## config.mk

```make
export PLATFORM = sky130hd
export DESIGN_NAME = apb_slave_ws
export DESIGN_NICKNAME = d
export VERILOG_FILES = /design/src/rtl/apb_pkg.sv /design/src/rtl/apb_wait_ctr.sv /design/src/rtl/apb_slave_ws.sv
export SDC_FILE = /design/constraint.sdc
export NUM_CORES = 1
export LEC_CHECK = 0
export ABC_AREA = 1
export CAP_MARGIN = 25
export CORE_MARGIN = 4
export CORE_UTILIZATION = 45
export CTS_CLUSTER_DIAMETER = 40
export DETAILED_ROUTE_END_ITERATION = 6
export GPL_TIMING_DRIVEN = 0
export PLACE_DENSITY = 0.68
export SYNTH_ARGS = -nofsm -noshare
export SYNTH_HDL_FRONTEND = slang
export SYNTH_SLANG_ARGS = --single-unit
```

## constraint.sdc

```tcl
create_clock -name clk -period 2.1 [get_ports clk]
set_input_delay 0.21 -clock clk [delete_from_list [all_inputs] [get_ports clk]]
set_output_delay 0.21 -clock clk [all_outputs]
set_load 0.005 [all_outputs]
```

## src/rtl/apb_pkg.sv

```systemverilog
// rtl/apb_pkg.sv - APB wait-state slave: FSM state type, default parameters, wait clamp helper.
package apb_pkg;

  typedef enum logic [1:0] {
    IDLE   = 2'd0,
    SETUP  = 2'd1,
    ACCESS = 2'd2
  } apb_state_t;

  localparam int ADDR_W_DEF   = 4;
  localparam int DATA_W_DEF   = 8;
  localparam int DEPTH_DEF    = 16;
  localparam int MAX_WAIT_DEF = 7;

  function automatic int clamp_wait(input int cfg, input int max_wait);
    return (cfg > max_wait) ? max_wait : cfg;
  endfunction

endpackage

```

## src/rtl/apb_wait_ctr.sv

```systemverilog
// rtl/apb_wait_ctr.sv - Wait-state down counter with load, decrement and zero flag.
module apb_wait_ctr #(
  parameter int W = 3
) (
  input  logic         clk,
  input  logic         rst,
  input  logic         load,
  input  logic         dec,
  input  logic [W-1:0] load_val,
  output logic         zero
);

  logic [W-1:0] cnt;

  always_ff @(posedge clk) begin
    if (rst) begin
      cnt <= '0;
    end else if (load) begin
      cnt <= load_val;
    end else if (dec && (cnt != '0)) begin
      cnt <= cnt - 1'b1;
    end
  end

  assign zero = (cnt == '0);

endmodule

```

## src/rtl/apb_slave_ws.sv

```systemverilog
// rtl/apb_slave_ws.sv - APB register-file slave with programmable wait states and byte strobes.
// Optional macro APB_SLVERR_EN: flag out-of-range accesses on pslverr.
module apb_slave_ws
  import apb_pkg::*;
#(
  parameter int ADDR_W   = ADDR_W_DEF,
  parameter int DATA_W   = DATA_W_DEF,
  parameter int DEPTH    = DEPTH_DEF,
  parameter int MAX_WAIT = MAX_WAIT_DEF
) (
  input  logic                         clk,
  input  logic                         rst,
  input  logic                         psel,
  input  logic                         penable,
  input  logic                         pwrite,
  input  logic [ADDR_W-1:0]            paddr,
  input  logic [DATA_W-1:0]            pwdata,
  input  logic [DATA_W/8-1:0]          pstrb,
  input  logic [$clog2(MAX_WAIT+1)-1:0] wait_cfg,
  output logic [DATA_W-1:0]            prdata,
  output logic                         pready,
  output logic                         pslverr
);

  localparam int WAIT_W = $clog2(MAX_WAIT + 1);
  localparam int NB     = DATA_W / 8;
  localparam int IDX_W  = (DEPTH > 1) ? $clog2(DEPTH) : 1;

  apb_state_t state, state_n;

  logic [ADDR_W-1:0] addr_q;
  logic              write_q;
  logic [DATA_W-1:0] wdata_q;
  logic [NB-1:0]     strb_q;
  logic [DATA_W-1:0] mem [DEPTH];

  logic              ctr_zero;
  logic [WAIT_W-1:0] wait_load;
  logic              in_range;
  logic [IDX_W-1:0]  idx;
  logic              wr_en;

  assign wait_load = WAIT_W'(clamp_wait(int'(wait_cfg), MAX_WAIT));
  assign in_range  = int'(addr_q) < DEPTH;
  assign idx       = addr_q[IDX_W-1:0];

  apb_wait_ctr #(.W(WAIT_W)) u_wait_ctr (
    .clk      (clk),
    .rst      (rst),
    .load     (state == SETUP),
    .dec      (state == ACCESS),
    .load_val (wait_load),
    .zero     (ctr_zero)
  );

  always_ff @(posedge clk) begin
    if (rst) begin
      state <= IDLE;
    end else begin
      state <= state_n;
    end
  end

  // penable in IDLE is a protocol violation and simply ignored
  always_comb begin
    state_n = state;
    case (state)
      IDLE:    if (psel && !penable) state_n = SETUP;
      SETUP:   state_n = ACCESS;
      ACCESS:  if (pready || !psel) state_n = IDLE;
      default: state_n = IDLE;
    endcase
  end

  always_ff @(posedge clk) begin
    if (rst) begin
      addr_q  <= '0;
      write_q <= 1'b0;
      wdata_q <= '0;
      strb_q  <= '0;
    end else if (state == SETUP) begin
      addr_q  <= paddr;
      write_q <= pwrite;
      wdata_q <= pwdata;
      strb_q  <= pstrb;
    end
  end

  assign pready = (state == ACCESS) && ctr_zero;
  assign wr_en  = pready && write_q && in_range;

  always_ff @(posedge clk) begin
    if (rst) begin
      for (int i = 0; i < DEPTH; i++) mem[i] <= '0;
    end else if (wr_en) begin
      for (int b = 0; b < NB; b++) begin
        if (strb_q[b]) mem[idx][b*8 +: 8] <= wdata_q[b*8 +: 8];
      end
    end
  end

  assign prdata = (pready && !write_q && in_range) ? mem[idx] : '0;

`ifdef APB_SLVERR_EN
  assign pslverr = pready && !in_range;
`else
  assign pslverr = 1'b0;
`endif

endmodule

```

==> flow_summary_export.csv <==
group,metric,value,unit
status,status,"complete, no violations",
floorplanning,ios,31,
global_route,via_count_of_the_first_global_routing_pass,5328,
clock_network,clock_insertion_delay_worst_skew,0.43,ns
timing,final_skew,0.00755,ns
worst_setup_path,worstPathRequired,1.89,ns
finish,num-fill-cells,1347,
power_and_ir_drop,cell_leakage_power,3.71,nW
routing,dr.pass1.iters,5,
clock_network,clock_tree_from_tritoncts,"built",
clock_network,cts.reportedPaths.clkPinSlew,0.06,ns
timing,report.final.hold_viol_count,0,
power_and_ir_drop,pwr-share-seq,48.8,%
global_route,globalRouteMet3Util,4.05,%
synth,synthesis.yosys.warnings,0,
floorplanning,initial_core_util,46.3,%
synth,netlist.top_cell.by_area,"edfxtp_1",
finish,sequential_cell_area,4310,um2
timing,timing.fmax,479,MHz
floorplanning,die_area,17900,um2
routing,post_drt_wl_per_cell,16.4,um
worst_hold_path,worstHoldPathType,"input port to flop",
finish,antennaDiodeCount,0,
timing,tightest_slew,1.10,ns
worst_setup_path,timing.setup.critical_path_class,"flop to output port",
timing,timing.final.ws_setup,0.0136,ns
floorplanning,core,15400,um2
timing,timing.max_slew.rel_slack,26.7,%
routing,drt-vias-per-instance,4.98,
global_route,gr-usage-met2,33.4,%
floorplanning,die_h,134,um
synth,synth_cells,827,
power_and_ir_drop,power.switching,0.00165,W
routing,detail-route-antenna-nets,0,
timing,finalMaxSlewViolations,0,
placed_design,place_congestion,0.942,
placed_design,hpwlAfterDp,12100,um
power_and_ir_drop,peakVddDrop,662,uV
power_and_ir_drop,combinationalPowerShare,9.1,%
routing,detailroute.via_count,5515,
global_route,pin_count_of_the_biggest_net_entering_global_routing,17,
global_route,grt_antenna_before_repair,0,
power_and_ir_drop,clock_power_share,42.1,%
synth,synth.top_cell.area_share,54.0,%
global_route,grt-busiest-layer,"met2",
finish,total_area_of_multi_input_combinational_cells,2480,um2
global_route,gr-total-overflow,0,
routing,drt-total-wl,18100,um
global_route,grt_pass1_wl,27700,um
clock_network,tritoncts.num_buffers,17,
worst_setup_path,critPathArrivalTime,1.88,ns
placed_design,io_buffer_count,29,
routing,detail_route.drc_violations,0,
synth,syn-mean-instance-area,8.61,um2
run,cap_violations,0,
worst_setup_path,crit_path_start_kind,"flop",
timing,fraction_of_the_cycle_the_final_worst_path_needs,99.4,%
clock_network,clock_tree.htree_level_count,4,
finish,syn_to_final_growth,24.0,%
synth,post_synth_main_area_contributors,"edfxtp_1, nand2_1, nor2_1",
floorplanning,number_of_rows_created_at_floorplan,45,
clock_network,tritoncts_sinks,151,
floorplanning,die_width,134,um
synth,synth_nets,850,
synth,number_of_flip_flops_and_latches_in_the_synthesized_netlist,151,
timing,layout_min_cycle_time,2.09,ns
placed_design,dp_worst_setup_slack,-0.581,ns
power_and_ir_drop,internal_power,0.00530,W
timing,setup_violations,0,
global_route,track_usage,20.7,%
clock_network,cts-root-to-sink-buffers,2,
synth,synthDistinctLibCells,23,
worst_setup_path,worst_setup_path_end_kind,"output port",
finish,proportion_of_layout_cells_with_a_drive_suffix_above_1,16.4,%
timing,rsz0062_at_grt,"yes",
synth,synth_seq_area_share,60.4,%
worst_setup_path,timing.critical_path.fanout_max,10,
power_and_ir_drop,power_density,786,nW/um2
synth,synth_area,7120,um2
global_route,grt_use_met1,26.6,%
power_and_ir_drop,swShare,23.7,%
finish,nNetsFinal,907,
routing,drt_iter0_drc,582,
clock_network,buffer_type_at_the_clock_tree_root,"clkbuf_16",
timing,totalNegativeSetupSlack,0,ns
## per-layer routing
| metal | part of all wire (%) | vias to the layer above |
|---|---|---|
| met5 | 0 | - |
| met4 | 2.9 | 0 |
| met3 | 6.5 | 43 |
| met2 | 48 | 202 |
| met1 | 42 | 2557 |
| li1 | - | 2713 |
## state kept, by name (all words and copies together), names as in the netlist, named ones only
name and cells:
addr_q 4, u_wait_ctr.cnt 3, wdata_q 8, strb_q 1, state 2, mem 128
write_q 1
## repair_timing
item,CTS,global route
hold buffers,0,0
pin swaps,12,13
buffers inserted,8,0
setup endpoints to repair,136,137
resized for setup,114,60
cloned,1,0
## power by group through the flow
| stage | Sequential (W) | Clock (W) | Combinational, W |
|---|---|---|---|
| 2_1_floorplan | 0.00344 | 0 | 0.000338 |
| 3_3_place_gp | 0.00344 | 0 | 0.000519 |
| 3_5_place_dp | 0.00345 | 0 | 0.000525 |
| 4_1_cts | 0.00339 | 0.00293 | 0.000591 |
| 5_1_grt | 0.00340 | 0.00307 | 0.000688 |
| 6_report | 0.00339 | 0.00292 | 0.000630 |
## critical path: stages, from the launching register on
cell	delay, ns
dfxtp_4	0.39
buf_12	0.16
buf_8	0.15
nand2_1	0.07
nand3_1	0.08
nand3_1	0.09
nand2_1	0.07
nand2_1	0.06
nand2_2	0.09
nor2_1	0.04
dlygate4sd2_1	0.25
## Yosys cell counts
library cell and number:
a211oi_1 2, nor3_1 1, nor3b_4 2, clkinv_1 8, a21oi_1 19, clkbuf_1 26, edfxtp_1 128, nor3_4 1
nand2_1 197, conb_1 1, o21ai_0 19, nand3_1 89, nor4_1 1, ha_1 2, inv_1 124, nor2_1 155
nor2_2 2, buf_4 1, buf_2 9, dfxtp_1 23, nand2_2 13, buf_1 2, inv_2 2
## per-stage QoR
stage | instances | hold WS (ns) | area (um2) | power, W | util (%)
CTS | 1107 | 0.318 | 8630 | 0.00691 | 56.1
global placement | 1067 | 0.413 | 7680 | 0.00396 | 50.0
global route | 1108 | 0.336 | 8830 | 0.00715 | 57.5
finish | 1108 | 0.328 | 8830 | 0.00694 | 57.5
floorplan | 827 | 0.286 | 7120 | 0.00377 | -
detailed placement | 1067 | 0.419 | 7680 | 0.00397 | 50.0
## cell type report
class,instances,share of cell area [%]
sequential,151,48.8
tap,211,2.99
buffer,37,3.65
clock buffer,18,4.86
timing repair buffer,39,4.32
inverter,134,5.81
multi-input combinational,504,28.1
clock inverter,14,1.53
## worst paths after layout
kind | slack, ns | endpoint | cells after the start | start
max | 0.01 | prdata[4] | 10 | flop
min | 0.33 | state[0] | 2 | penable
max reg2reg | 0.07 | mem[3][6] | 8 | u_wait_ctr.cnt[0]
min reg2reg | 0.42 | state[0] | 1 | state[0]
## kinds of logic after synthesis
logic type      count (synthesis)  share of synthesized area, %
simple gates                  461                          27.0
buf+inv                       172                          9.27
flops                         151                          60.4
compound gates                 40                          2.88
fa+ha+maj                       2                         0.351
other cells                     1                        0.0526
## placed cells by master, fill, tap and decap left out, drive strengths merged
cell type,Yosys,routed
buf,12,26
clkdlybuf4s50,0,21
nor3,2,2
nor4,1,1
edfxtp,128,128
a21oi,19,19
o21ai,19,19
bufinv,0,2
nand3,89,89
nand2,210,210
dfxtp,23,23
clkinv,8,19
conb,1,1
clkbuf,26,46
clkinvlp,0,1
a211oi,2,2
dlygate4sd2,0,1
inv,126,126
ha,2,2
nor3b,2,2
nor2,157,157
(Power assumes the default switching activity.)
